**src/rtl/iter_divide_if.sv**
```systemverilog
// iter_divide_if: request/result bundle for the iterative divider.
// The requester holds the master side, the divider the slave side.
interface iter_divide_if #(
  parameter int WIDTHN = 32,
  parameter int WIDTHD = 32
);
  logic              in_valid;
  logic              in_ready;
  logic [WIDTHN-1:0] numer;
  logic [WIDTHD-1:0] denom;
  logic              n_signed;
  logic              d_signed;
  logic              out_valid;
  logic              out_ready;
  logic [WIDTHN-1:0] quotient;
  logic [WIDTHD-1:0] remain;
  logic              div_by_zero;

  modport master (
    output in_valid, numer, denom,
    output n_signed, d_signed, out_ready,
    input  in_ready, out_valid,
    input  quotient, remain, div_by_zero
  );

  modport slave (
    input  in_valid, numer, denom,
    input  n_signed, d_signed, out_ready,
    output in_ready, out_valid,
    output quotient, remain, div_by_zero
  );
endinterface

```
**src/rtl/iter_divide.sv**
```systemverilog
// iter_divide: radix-2 restoring divider, one quotient bit per enabled
// cycle, with per-request signedness and an explicit divide-by-zero flag.
module iter_divide #(
  parameter int WIDTHN             = 32,
  parameter int WIDTHD             = 32,
  parameter bit REMAINDER_POSITIVE = 1'b1
) (
  input logic        clock,
  input logic        aclr,
  input logic        clken,
  iter_divide_if.slave bus
);
  localparam int CW = $clog2(WIDTHN);
  localparam int WX = (WIDTHN > WIDTHD) ? WIDTHN : WIDTHD;

  typedef enum logic [2:0] {
    IDLE,
    PREP,
    ITER,
    FIX,
    DONE
  } state_t;

  state_t            state;
  state_t            next;
  logic [CW-1:0]     cnt;
  logic [WIDTHN-1:0] n_raw;
  logic [WIDTHD-1:0] d_raw;
  logic              n_sg;
  logic              d_sg;
  logic              sign_n;
  logic              sign_d;
  logic              dz;
  logic [WIDTHN-1:0] nq;
  logic [WIDTHD:0]   pr;
  logic [WIDTHD-1:0] dmag;
  logic [WIDTHN-1:0] q_out;
  logic [WIDTHD-1:0] r_out;
  logic              dz_out;

  logic              n_neg;
  logic              d_neg;
  logic [WIDTHD:0]   shifted;
  logic [WIDTHD+1:0] trial;
  logic              take;
  logic [WX-1:0]     n_ext;
  logic [WIDTHN-1:0] q_fix;
  logic [WIDTHD-1:0] r_fix;
  logic              r_neg;

  assign bus.in_ready    = (state == IDLE);
  assign bus.out_valid   = (state == DONE);
  assign bus.quotient    = q_out;
  assign bus.remain      = r_out;
  assign bus.div_by_zero = dz_out;

  assign n_neg   = n_sg & n_raw[WIDTHN-1];
  assign d_neg   = d_sg & d_raw[WIDTHD-1];
  assign shifted = {pr[WIDTHD-1:0], nq[WIDTHN-1]};
  assign trial   = {1'b0, shifted} - {2'b00, dmag};
  assign take    = ~trial[WIDTHD+1];
  assign n_ext   = WX'(n_raw);

  // State register; clken freezes every state including DONE.
  always_ff @(posedge clock or posedge aclr) begin
    if (aclr) begin
      state <= IDLE;
    end else if (clken) begin
      state <= next;
    end
  end

  // Next-state decode.
  always_comb begin
    next = state;
    unique case (state)
      IDLE: if (bus.in_valid) next = PREP;
      PREP: next = ITER;
      ITER: if (cnt == '0) next = FIX;
      FIX:  next = DONE;
      DONE: if (bus.out_ready) next = IDLE;
      default: next = IDLE;
    endcase
  end

  // Sign fix-up of the magnitudes, remainder correction, zero override.
  always_comb begin
    q_fix = (sign_n ^ sign_d) ? -nq : nq;
    r_neg = sign_n && (pr[WIDTHD-1:0] != '0);
    r_fix = r_neg ? -pr[WIDTHD-1:0] : pr[WIDTHD-1:0];
    if (REMAINDER_POSITIVE && r_neg) begin
      r_fix = r_fix + dmag;
      q_fix = sign_d ? q_fix + WIDTHN'(1)
                     : q_fix - WIDTHN'(1);
    end
    if (dz) begin
      q_fix = '1;
      r_fix = n_ext[WIDTHD-1:0];
    end
  end

  // Capture, magnitude prep, bit-serial iteration and result registers.
  always_ff @(posedge clock or posedge aclr) begin
    if (aclr) begin
      cnt    <= '0;
      n_raw  <= '0;
      d_raw  <= '0;
      n_sg   <= 1'b0;
      d_sg   <= 1'b0;
      sign_n <= 1'b0;
      sign_d <= 1'b0;
      dz     <= 1'b0;
      nq     <= '0;
      pr     <= '0;
      dmag   <= '0;
      q_out  <= '0;
      r_out  <= '0;
      dz_out <= 1'b0;
    end else if (clken) begin
      unique case (state)
        IDLE: begin
          if (bus.in_valid) begin
            n_raw <= bus.numer;
            d_raw <= bus.denom;
            n_sg  <= bus.n_signed;
            d_sg  <= bus.d_signed;
          end
        end
        PREP: begin
          nq     <= n_neg ? -n_raw : n_raw;
          dmag   <= d_neg ? -d_raw : d_raw;
          sign_n <= n_neg;
          sign_d <= d_neg;
          dz     <= (d_raw == '0);
          pr     <= '0;
          cnt    <= CW'(WIDTHN - 1);
        end
        ITER: begin
          pr <= take ? trial[WIDTHD:0] : shifted;
          nq <= {nq[WIDTHN-2:0], take};
          if (cnt != '0) cnt <= cnt - CW'(1);
        end
        FIX: begin
          q_out  <= q_fix;
          r_out  <= r_fix;
          dz_out <= dz;
        end
        DONE: ;
        default: ;
      endcase
    end
  end
endmodule

```
**src/flat_wrapper.sv**
```systemverilog
// flat-port wrapper written by rule: the top's interface ports become plain ports
module iter_divide_flat 
#(
  parameter int WIDTHN             = 32,
  parameter int WIDTHD             = 32,
  parameter bit REMAINDER_POSITIVE = 1'b1
)
  (clock, aclr, clken, bus_in_valid, bus_numer, bus_denom, bus_n_signed, bus_d_signed, bus_out_ready, bus_in_ready, bus_out_valid, bus_quotient, bus_remain, bus_div_by_zero);
  iter_divide_if #(.WIDTHN(WIDTHN), .WIDTHD(WIDTHD)) bus_i ();
  input logic clock;
  input logic aclr;
  input logic clken;
  input wire logic [$bits(bus_i.in_valid)-1:0] bus_in_valid;
  input wire logic [$bits(bus_i.numer)-1:0] bus_numer;
  input wire logic [$bits(bus_i.denom)-1:0] bus_denom;
  input wire logic [$bits(bus_i.n_signed)-1:0] bus_n_signed;
  input wire logic [$bits(bus_i.d_signed)-1:0] bus_d_signed;
  input wire logic [$bits(bus_i.out_ready)-1:0] bus_out_ready;
  output wire logic [$bits(bus_i.in_ready)-1:0] bus_in_ready;
  output wire logic [$bits(bus_i.out_valid)-1:0] bus_out_valid;
  output wire logic [$bits(bus_i.quotient)-1:0] bus_quotient;
  output wire logic [$bits(bus_i.remain)-1:0] bus_remain;
  output wire logic [$bits(bus_i.div_by_zero)-1:0] bus_div_by_zero;
  assign bus_i.in_valid = bus_in_valid;
  assign bus_i.numer = bus_numer;
  assign bus_i.denom = bus_denom;
  assign bus_i.n_signed = bus_n_signed;
  assign bus_i.d_signed = bus_d_signed;
  assign bus_i.out_ready = bus_out_ready;
  assign bus_in_ready = bus_i.in_ready;
  assign bus_out_valid = bus_i.out_valid;
  assign bus_quotient = bus_i.quotient;
  assign bus_remain = bus_i.remain;
  assign bus_div_by_zero = bus_i.div_by_zero;
  iter_divide #(.WIDTHN(WIDTHN), .WIDTHD(WIDTHD), .REMAINDER_POSITIVE(REMAINDER_POSITIVE)) u_core (.clock(clock), .aclr(aclr), .clken(clken), .bus(bus_i));
endmodule
```
**config.mk**
```make
export PLATFORM = sky130hd
export DESIGN_NAME = iter_divide_flat
export DESIGN_NICKNAME = d
export VERILOG_FILES = /design/src/rtl/iter_divide_if.sv /design/src/rtl/iter_divide.sv /design/src/flat_wrapper.sv
export SDC_FILE = /design/constraint.sdc
export NUM_CORES = 1
export LEC_CHECK = 0
export ABC_CLOCK_PERIOD_IN_PS = 7050
export BUFFER_PORTS_ARGS = -buffer_cell sky130_fd_sc_hd__buf_2
export CAP_MARGIN = 30
export CORE_MARGIN = 2
export CORE_UTILIZATION = 30
export CTS_CLUSTER_DIAMETER = 60
export DETAILED_ROUTE_END_ITERATION = 10
export GPL_TIMING_DRIVEN = 0
export HOLD_SLACK_MARGIN = 0.15
export PLACE_DENSITY = 0.56
export RECOVER_POWER = 25
export SKIP_CTS_REPAIR_TIMING = 1
export SYNTH_ARGS = -nofsm -noshare
export SYNTH_HDL_FRONTEND = slang
export SYNTH_SLANG_ARGS = --single-unit
```
**constraint.sdc**
```tcl
create_clock -name clock -period 7.05 [get_ports clock]
set_input_delay 1.0575 -clock clock [delete_from_list [all_inputs] [get_ports clock]]
set_output_delay 1.0575 -clock clock [all_outputs]
set_load 0.03 [all_outputs]
```
* Yosys cells after proc, flatten, opt, wreduce, memory -nomap -nowiden
Cells that the tools add are included.
W data, S select, Z words.
** Cells by class
- Add/sub/neg operators :: 9
- Equality and inequality tests :: 8
- Muxes and demuxes :: 18
- Bitwise logic cells :: 4
- Reductions and logical operators :: 13
** Operator list (count)
- $mux W32 :: 10
- $neg A32 Y32 :: 4
- $pmux W32 S2 :: 2
- $sub A33 B32 Y34 :: 1
- $add A32 B1 Y32 const B :: 1
- $add A32 B32 Y32 :: 1
- $logic_not A32 Y1 :: 1
- $reduce_bool A32 Y1 :: 1
- $sub A32 B1 Y32 const B :: 1
- $pmux W3 S5 :: 1
- $pmux W5 S2 :: 1
- $mux W3 :: 3
- $eq A3 B2 Y1 const B :: 2
- $reduce_and A2 Y1 :: 3
- $reduce_and A3 Y1 :: 2
- $logic_not A5 Y1 :: 1
- $mux W5 :: 1
- $reduce_bool A5 Y1 :: 1
- $sub A5 B1 Y5 const B :: 1
- $ne A2 B1 Y1 const B :: 2
- $ne A2 B2 Y1 const B :: 2
- $reduce_and A4 Y1 :: 1
- $eq A3 B1 Y1 const B :: 1
- $eq A3 B3 Y1 const B :: 1
- 6 further kinds :: 7
** Word-level totals
- Flip-flop bits (word level) :: 238
- Input bits :: 71
- Output and inout port bits :: 67
- Logic and storage cells :: 67

* Logic depth before layout (Yosys ltp)
Gate-level depths: netlist (run 1).
- Depth after elaboration :: 6
- Mapped depth :: 24
- Mapped depth without buffers :: 22

* Worst setup path before layout (run 1)
OpenSTA, ideal clock, no wires.
- Path kind :: register to register
- From :: register u_core.pr[23]
- To :: register u_core.r_out[31] (netlist: u_core.bus.remain[31])
- Setup time :: 0.132 ns
- Arrival :: 5.599 ns
- Required time :: 6.918 ns
- Setup slack :: 1.318 ns
- Cell stages (with the launch flop) :: 22
- Path buffers :: 3
- Clock period less this slack :: 5.732 ns
- Cell sequence :: dfrtp_1 > clkbuf_1 > or4_4 > or3_1 > or3_1 > or3_1 > o31a_1 > clkbuf_1 > clkbuf_1 > a21o_1 > ha_1 > a211oi_1 > o211ai_1 > a41oi_1 > o31a_1 > o21ai_1 > a31oi_1 > o31ai_1 > or4_1 > nand3_1 > xor2_1 > o21ai_1
** Between the ends
- Longest elaborated chain between the ends :: 6
- Elaborated cells on any way between the ends :: 7
- Those cells by class :: add/sub (2); mux (3); reduce/logical (2)
** RTL lines
- start: declaration :: line iter_divide.sv:35 : logic [WIDTHD:0] pr;
- start signal: assignment :: line iter_divide.sv:139 : pr <= take ? trial[WIDTHD:0] : shifted;
- parallel branches: the longest is 4 deep, another holds $neg A32 Y32
- $mux W32 (*) :: line iter_divide.sv:91 : if (REMAINDER_POSITIVE && r_neg) begin
- $mux W32 (*) :: line iter_divide.sv:96 : if (dz) begin
- end signal: assignment :: line iter_divide.sv:145 : r_out <= r_fix;
- end: declaration :: line iter_divide.sv:38 : logic [WIDTHD-1:0] r_out;
Every way passes the cells marked *.
A chain may end at the register's enable or synchronous reset.

* Worst setup path after layout (run 1)
- From :: register u_core.pr[0]
- To :: register u_core.r_out[29] (netlist: u_core.bus.remain[29])
The elaborated chain is that of the path after synthesis.

==> results of run 1 <==
[layout make-up]
class	count	area, um^2	share of cell area [%]
well taps	756	946	4.66
repair buffers	149	795	3.92
inverters	76	287	1.41
multi-input cells	1660	10700	52.6
flip-flops and latches	238	5960	29.4
clock buffers	46	980	4.83
clock inverters	20	241	1.19
diodes	1	2.50	0.0123
plain buffers	102	403	1.99
[metal layers]
layer / GRT usage, % / part of all wire (%) / up-vias
li1: - / - / 7786
met1: 26.8 / 44 / 7796
met3: 4.35 / 7.1 / 129
met2: 31.8 / 44 / 565
met5: 0 / 0 / -
met4: 10.5 / 5.3 / 0
[cells in the final DEF (no fill, tap or decap), types with 13 or more instances in the layout]
master	count
sky130_fd_sc_hd__clkbuf_1	89
sky130_fd_sc_hd__nor4_1	13
sky130_fd_sc_hd__o21ai_0	217
sky130_fd_sc_hd__clkbuf_16	37
sky130_fd_sc_hd__mux2i_1	30
sky130_fd_sc_hd__buf_2	148
sky130_fd_sc_hd__o211ai_1	18
sky130_fd_sc_hd__nand2b_1	18
sky130_fd_sc_hd__nor3_1	35
sky130_fd_sc_hd__nor2_1	151
sky130_fd_sc_hd__o21bai_1	14
sky130_fd_sc_hd__dfrtp_1	238
sky130_fd_sc_hd__and3_1	17
sky130_fd_sc_hd__ha_1	102
sky130_fd_sc_hd__inv_1	75
sky130_fd_sc_hd__nand2_1	267
sky130_fd_sc_hd__a31oi_1	21
sky130_fd_sc_hd__a21oi_1	220
sky130_fd_sc_hd__xor2_1	90
sky130_fd_sc_hd__nand3_1	31
sky130_fd_sc_hd__or3_1	21
sky130_fd_sc_hd__nor2b_1	16
sky130_fd_sc_hd__o31ai_1	26
sky130_fd_sc_hd__a21o_1	35
sky130_fd_sc_hd__mux2_2	60
sky130_fd_sc_hd__xnor2_1	101
[critical path, delay by kind of cell (launching register included)]
family	cells	cell delay, ns
DFF	1	0.46
xor gates and xnor gates	1	0.10
buffers and inverters	3	0.80
adders and majority gates	2	0.55
AOI/OAI and AO/OA	10	2.44
and+or+nand+nor	7	2.33
[kinds of logic after synthesis]
group,after synthesis,share of synthesized area (%)
AO/OA/AOI/OAI,656,22.4
XOR/XNOR,191,9.68
adder cells (fa/ha/maj),105,7.73
buffers and inverters,178,3.93
flip-flops,238,34.5
multiplexers,90,5.65
AND/OR/NAND/NOR,618,16.1
[state kept, by name, indices dropped and copies added (netlist names), 3 cells and up]
name	count
u_core.bus.remain	32
u_core.d_raw	32
u_core.n_ext	32
u_core.nq	32
u_core.bus.quotient	32
u_core.state	3
u_core.cnt	5
u_core.dmag	32
u_core.pr	32
[how the worst min path moves through the flow]
| stage | from | endpoint | slack (ns) | depth (start not counted) |
|---|---|---|---|---|
| 2_1_floorplan | u_core.cnt[0] | u_core.cnt[0] | 0.46 | 1 |
| 3_3_place_gp | u_core.bus.remain[5] | u_core.bus.remain[5] | 0.47 | 2 |
| 3_5_place_dp | u_core.bus.remain[10] | u_core.bus.remain[10] | 0.47 | 2 |
| 4_1_cts | u_core.bus.remain[11] | u_core.bus.remain[11] | 0.49 | 2 |
| 5_1_grt | u_core.bus.quotient[20] | u_core.bus.quotient[20] | 0.52 | 1 |
| 6_report | u_core.bus.remain[10] | u_core.bus.remain[10] | 0.48 | 2 |
[metrics by stage]
stage	util [%]	setup WS [ns]	std cells
final	35.8	0.251	3048
after detailed placement	33.6	-0.226	2977
after global placement	33.4	-0.193	2969
after CTS	35.8	-0.270	3043
after global routing	35.8	-0.0105	3047
after floorplan	-	1.32	2076
==> metrics.md, run 1 <==
| Metric | Value |
|---|---|
| Run status | `complete, but fails checks` |
| Failing checks | `max-capacitance violations, max-slew violations` |
| Post-layout nets | `2,440` |
| Worst-path clk slew | `0.05 ns` |
| Core ar. | `0.0567 mm^2` |
| Largest stage delay on the critical path | `0.51 ns` |
| Critical path's slowest cell | `sky130_fd_sc_hd__or4_1` |
| Reg-to-reg setup timing slack | `0.25 ns` |
| Launching element type of the critical path | `register` |
| Final setup fails | `0` |
| Asr flop ratio synth | `100%` |
| Global placer's final weighted congestion | `0.941` |
| Number of global-route vias before repair | `15,675` |
| Die Area | `0.0596 mm^2` |
| Average wire length per cell after detail routing | `20.3 um` |
| Bufs on Longest Clock Path | `3` |
| Portion of synthesized cell area occupied by the leading cell type | `34.5%` |
| Syn Inst Count | `2,076` |
| Leading area contributor after synthesis | `sky130_fd_sc_hd__dfrtp_1` |
| Fillcell total | `5,905` |
| DRC violation count after routing | `0` |
| Number of synthesis warnings | `0` |
| Row count | `87` |
| Clock tree from TritonCTS | `done` |
| Total count of max-transition violations in the final report | `150` |
| Root buffer cell | `sky130_fd_sc_hd__clkbuf_16` |
| Sinks on the clock net | `238` |
| Final hold violation count | `0` |
| Most used flip-flop cell after synthesis | `sky130_fd_sc_hd__dfrtp_1` |
| Grt total ovfl | `0` |
| Count of boundary I/O pins | `138` |
| Maximum Capacitance Violations | `4` |
| Antenna-violating nets left | `0` |
| Area added between synthesis and finish | `17.4%` |
| Worst endpoint data arrival time | `7.24 ns` |
| Dpl hpwl | `49,000 um` |
| Netlist cell types | `69` |
| # port buffers | `137` |
| Post-Synthesis Mean Instance Area | `8.33 um^2` |
| Slew at the pin with the worst max-slew slack | `2.30 ns` |
| Post-route cell area | `0.0203 mm^2` |
| Maximum number of pins on one net before global-route repair | `44` |
| Number of vias in the routed layout | `16,276` |
| Maximum level of the CTS H-tree | `2` |
| Die Span Y | `244 um` |
| Cell-by-cell trace of the critical path | `inv_1, ha_1, or3b_1, or4_1, or3_1, nand2b_1, o31a_1, clkbuf_2, buf_2, o21ai_0, xnor2_1, ha_1, nand2_1, o21ai_1, a41oi_2, o31a_1, o21ai_2, a211o_1, a21oi_1, or4_1, nand3_1, o21ai_0, a221o_1` |
| Post-placement cell area | `0.0191 mm^2` |
| Launching element of the worst setup path | `u_core.pr[0]` |
| Global Route Usage Sum | `20.5%` |
| Number of buffers created by CTS | `37` |
| R2R depth | `23` |
| Wire length of the first global-routing pass | `93,800 um` |
| DRT Wirelength | `62,000 um` |
| 1st-iter DRT viols | `1,435` |
| Sort of element at the end of the critical path | `register` |
| Via density | `5.34` |
| Layout cell share with drive strength beyond 1 | `12.8%` |
| Classification of the worst-slack hold path | `register to register` |
| Nets in the synthesized netlist | `2,252` |
| Most used standard cell by instance count after synthesis | `sky130_fd_sc_hd__nand2_1` |
| Latest clock arrival within the worst-skew pair | `0.56 ns` |
| Count of state elements after synthesis | `238` |
| Peak fanout along the critical path | `10` |
| Number of antenna violations at the first check in global routing | `2` |
| RSZ-0062 raised after global routing | `true` |
| Post-Syn Area | `0.0173 mm^2` |
| Part of the Yosys area used for sequential elements | `34.5%` |
| Period utilisation layout | `96.4%` |
| Sum of negative setup slack | `0 ns` |
| Die W | `244 um` |
| Initial core utilization | `30.5%` |
| Achievable Freq | `147 MHz` |
| Required arrival time at the worst endpoint | `7.49 ns` |
| Setup crit end | `u_core.bus.remain[29]` |
| Min Tclk post-route | `6.80 ns` |
| Type of the setup path with the least slack | `register to register` |
| Worst flop-to-flop path endpoint | `u_core.bus.remain[29]` |
| Synth top area cells | `sky130_fd_sc_hd__dfrtp_1 (34%), sky130_fd_sc_hd__ha_1 (7.4%), sky130_fd_sc_hd__a21oi_1 (6.4%)` |
| Reg-to-reg critical path startpoint | `u_core.pr[0]` |
| Worst clock skew | `0.0313 ns` |
| Number of iterations in the first detailed-routing pass | `5` |
| Hold WS | `0.481 ns` |
| Worst slew slack as a fraction of its limit | `-53.1%` |
| Top cell types by occurrence after synthesis | `sky130_fd_sc_hd__nand2_1 (267), sky130_fd_sc_hd__dfrtp_1 (238), sky130_fd_sc_hd__a21oi_1 (220)` |
| Number of flops mapped to enable cells by yosys | `0` |
Power of run 1 is left out: the tool's default activity adds up to more than one toggle a clock period on the data nets, which glitch-free logic cannot reach.
==> run 2: changes to the inputs <==
Settings changed: RECOVER_POWER 25 to 100.
==> run 2 against run 1 <==
The run still ends with max-capacitance violations, max-slew violations left. Global-route usage unchanged. Cell count about the same. Die area unchanged. Register-to-register slack worse by 0.02 ns. Sequential share of layout area up 0.17 points. Clock skew about the same. Via count up 0.14%. Fmax down 0.23%. Critical endpoint is now u_core.bus.remain[30]. Non-clock buffer count unchanged. Flip-flop and latch count unchanged. Worst setup slack worse by 0.016 ns.
==> metrics.md, run 2 (synthesis gave the netlist of run 1 again) <==
| Metric | Value |
|---|---|
| Run status | `complete, but fails checks` |
| Failing checks | `max-capacitance violations, max-slew violations` |
| Leading cell type in the layout, fill and taps excluded | `sky130_fd_sc_hd__nand2_1` |
| Initial core utilization | `30.5% (unchanged)` |
| Sort of element at the end of the critical path | `register` |
| Combined area of the multi-input logic cells | `0.0107 mm^2 (about the same)` |
| Peak fanout along the critical path | `10 (unchanged)` |
| Critical path's slowest cell | `sky130_fd_sc_hd__or4_1` |
| Root buffer cell | `sky130_fd_sc_hd__clkbuf_16` |
| Worst clock skew | `0.0314 ns (+0.0000860 ns)` |
| Fillcell total | `5,933 (+0.47%)` |
| CP dominant cell by count | `sky130_fd_sc_hd__inv_1` |
| RSZ-0062 raised after global routing | `true` |
| Number of buffers created by CTS | `37 (unchanged)` |
| Number of iterations in the first detailed-routing pass | `5 (unchanged)` |
| Final setup fails | `0 (unchanged)` |
| Global placer's final weighted congestion | `0.941 (unchanged)` |
| Dpl hpwl | `49,000 um (unchanged)` |
| Clock tree from TritonCTS | `done` |
| Slew at the pin with the worst max-slew slack | `2.27 ns (-0.0253 ns)` |
| Top library cells by usage in the layout, fill and taps aside | `sky130_fd_sc_hd__nand2_1 (267), sky130_fd_sc_hd__dfrtp_1 (238), sky130_fd_sc_hd__a21oi_1 (220)` |
| Sinks on the clock net | `238 (unchanged)` |
| Number of antenna violations at the first check in global routing | `1 (-1)` |
| Hold WS | `0.483 ns (+0.00214 ns)` |
| Worst slew slack as a fraction of its limit | `-51.5% (+1.7 points)` |
| Sum of buffers and inverters on the critical path | `5 (+2)` |
| Area added between synthesis and finish | `16.7%` |
| Ant. Diodes | `0 (-1)` |
| Number of vias in the routed layout | `16,299 (+0.14%)` |
| Worst Setup Slack post-DPL | `-0.226 ns (unchanged)` |
| Grt total ovfl | `0 (unchanged)` |
| Launching element type of the critical path | `register` |
| Core ar. | `0.0567 mm^2 (unchanged)` |
| R2R depth | `24 (+4.3%)` |
| Antenna-violating nets left | `0 (unchanged)` |
| Final hold violation count | `0 (unchanged)` |
| Number of global-route vias before repair | `15,675 (unchanged)` |
| Classification of the worst-slack hold path | `register to register` |
| Type of the setup path with the least slack | `register to register` |
| Layout cell share with drive strength beyond 1 | `9.73% (-3.1 points)` |
| DRT Wirelength | `62,000 um (about the same)` |
| Sum of negative setup slack | `0 ns (unchanged)` |
| Sequential cell area | `0.00596 mm^2 (unchanged)` |
| Achievable Freq | `147 MHz (-0.23%)` |
| CP delay by family, top | `simple AND/OR/NAND/NOR gates` |
| Required arrival time at the worst endpoint | `7.54 ns (+0.05 ns)` |
| Average wire length per cell after detail routing | `20.4 um (about the same)` |
| Die Area | `0.0596 mm^2 (unchanged)` |
| Global Route Usage Sum | `20.5% (unchanged)` |
| Total count of max-transition violations in the final report | `159 (+6.0%)` |
| Die W | `244 um (unchanged)` |
| Worst-case setup margin in the final layout | `0.235 ns (-0.0160 ns)` |
| DRC violation count after routing | `0 (unchanged)` |
| Maximum number of pins on one net before global-route repair | `44 (unchanged)` |
| Count of cell instances traversed by the critical path | `24 (+4.3%)` |
| Via density | `5.35 (+0.17%)` |
| Latest clock arrival within the worst-skew pair | `0.56 ns (about the same)` |
| Maximum Capacitance Violations | `5 (+1)` |
| Row count | `87 (unchanged)` |
| Maximum level of the CTS H-tree | `2 (unchanged)` |
| Count of boundary I/O pins | `138 (unchanged)` |
| Min Tclk post-route | `6.82 ns (+0.0160 ns)` |
| Bufs on Longest Clock Path | `3 (unchanged)` |
| Largest stage delay on the critical path | `0.51 ns (about the same)` |
| Die Span Y | `244 um (unchanged)` |
| Post-layout nets | `2,440 (unchanged)` |
| Hold Crit Depth | `2 (unchanged)` |
| 1st-iter DRT viols | `1,412 (-1.6%)` |
| Wire length of the first global-routing pass | `93,800 um (unchanged)` |
| Post-route core utilization | `35.6% (-0.21 points)` |
| Cell-by-cell trace of the critical path | `inv_1, ha_1, or3b_1, or4_1, or3_1, nand2b_1, o31a_1, clkbuf_2, buf_2, nor2_1, a21o_1, inv_1, fa_1, nor2b_1, o31ai_1, a311oi_1, o21bai_1, o211ai_1, a21oi_1, inv_1, a21oi_1, o31a_1, or4_1, nand3_1` |
| # port buffers | `137 (unchanged)` |
| Period utilisation layout | `96.7% (+0.23 points)` |
| Worst endpoint data arrival time | `7.30 ns (+0.06 ns)` |
| Worst-path clk slew | `0.06 ns (about the same)` |
[run 2: changes by cell type in the layout (fill, tap and decap cells not counted), sizes merged]
| cell | change |
|---|---|
| diode | -1 |
| clkbuf | +80 |
| buf | -80 |
[run 2: cell type report]
class	count	area share, %
Buffer	102	2.00
Clock buffer	46	4.86
Clock inverter	20	1.20
Inverter	76	1.42
Multi-Input combinational cell	1660	52.9
Sequential cell	238	29.5
Tap cell	756	4.69
Timing Repair Buffer	149	3.39
[run 2: worst paths after layout]
check	from	end	slack (ns)
max	u_core.pr[0]	u_core.bus.remain[30]	0.23
min	u_core.bus.remain[10]	u_core.bus.remain[10]	0.48
max reg2reg	u_core.pr[0]	u_core.bus.remain[30]	0.23
min reg2reg	u_core.bus.remain[10]	u_core.bus.remain[10]	0.48
max in group asynchronous	aclr	u_core.d_raw[28]	1.82
min in group asynchronous	aclr	u_core.dmag[3]	0.81
[run 2: stage by stage]
stage / cells / cell area, um^2
floorplan: 2076 / 17300
global placement: 2969 / 18900
detailed placement: 2977 / 19100
CTS: 3043 / 20300
global route: 3047 / 20200
finish: 3047 / 20200
[run 2: worst register-to-register path: cells and delay by family (launching register included)]
family / cells / cell delay [ns]
compound gates: 9 / 2.24
fa+ha+maj: 2 / 0.59
buf+inv: 5 / 0.92
flops: 1 / 0.46
simple gates: 8 / 2.53
[run 2: metal layers]
metal,GRT usage (%),share of wire (%),vias to the layer above,wire [um]
li1,-,-,7787,-
met1,26.8,44,7829,27000
met2,31.8,44,557,27200
met3,4.35,7.2,126,4450
met4,10.5,5.3,0,3290
met5,0,0,-,0
Power of run 2 is left out for the same reason.
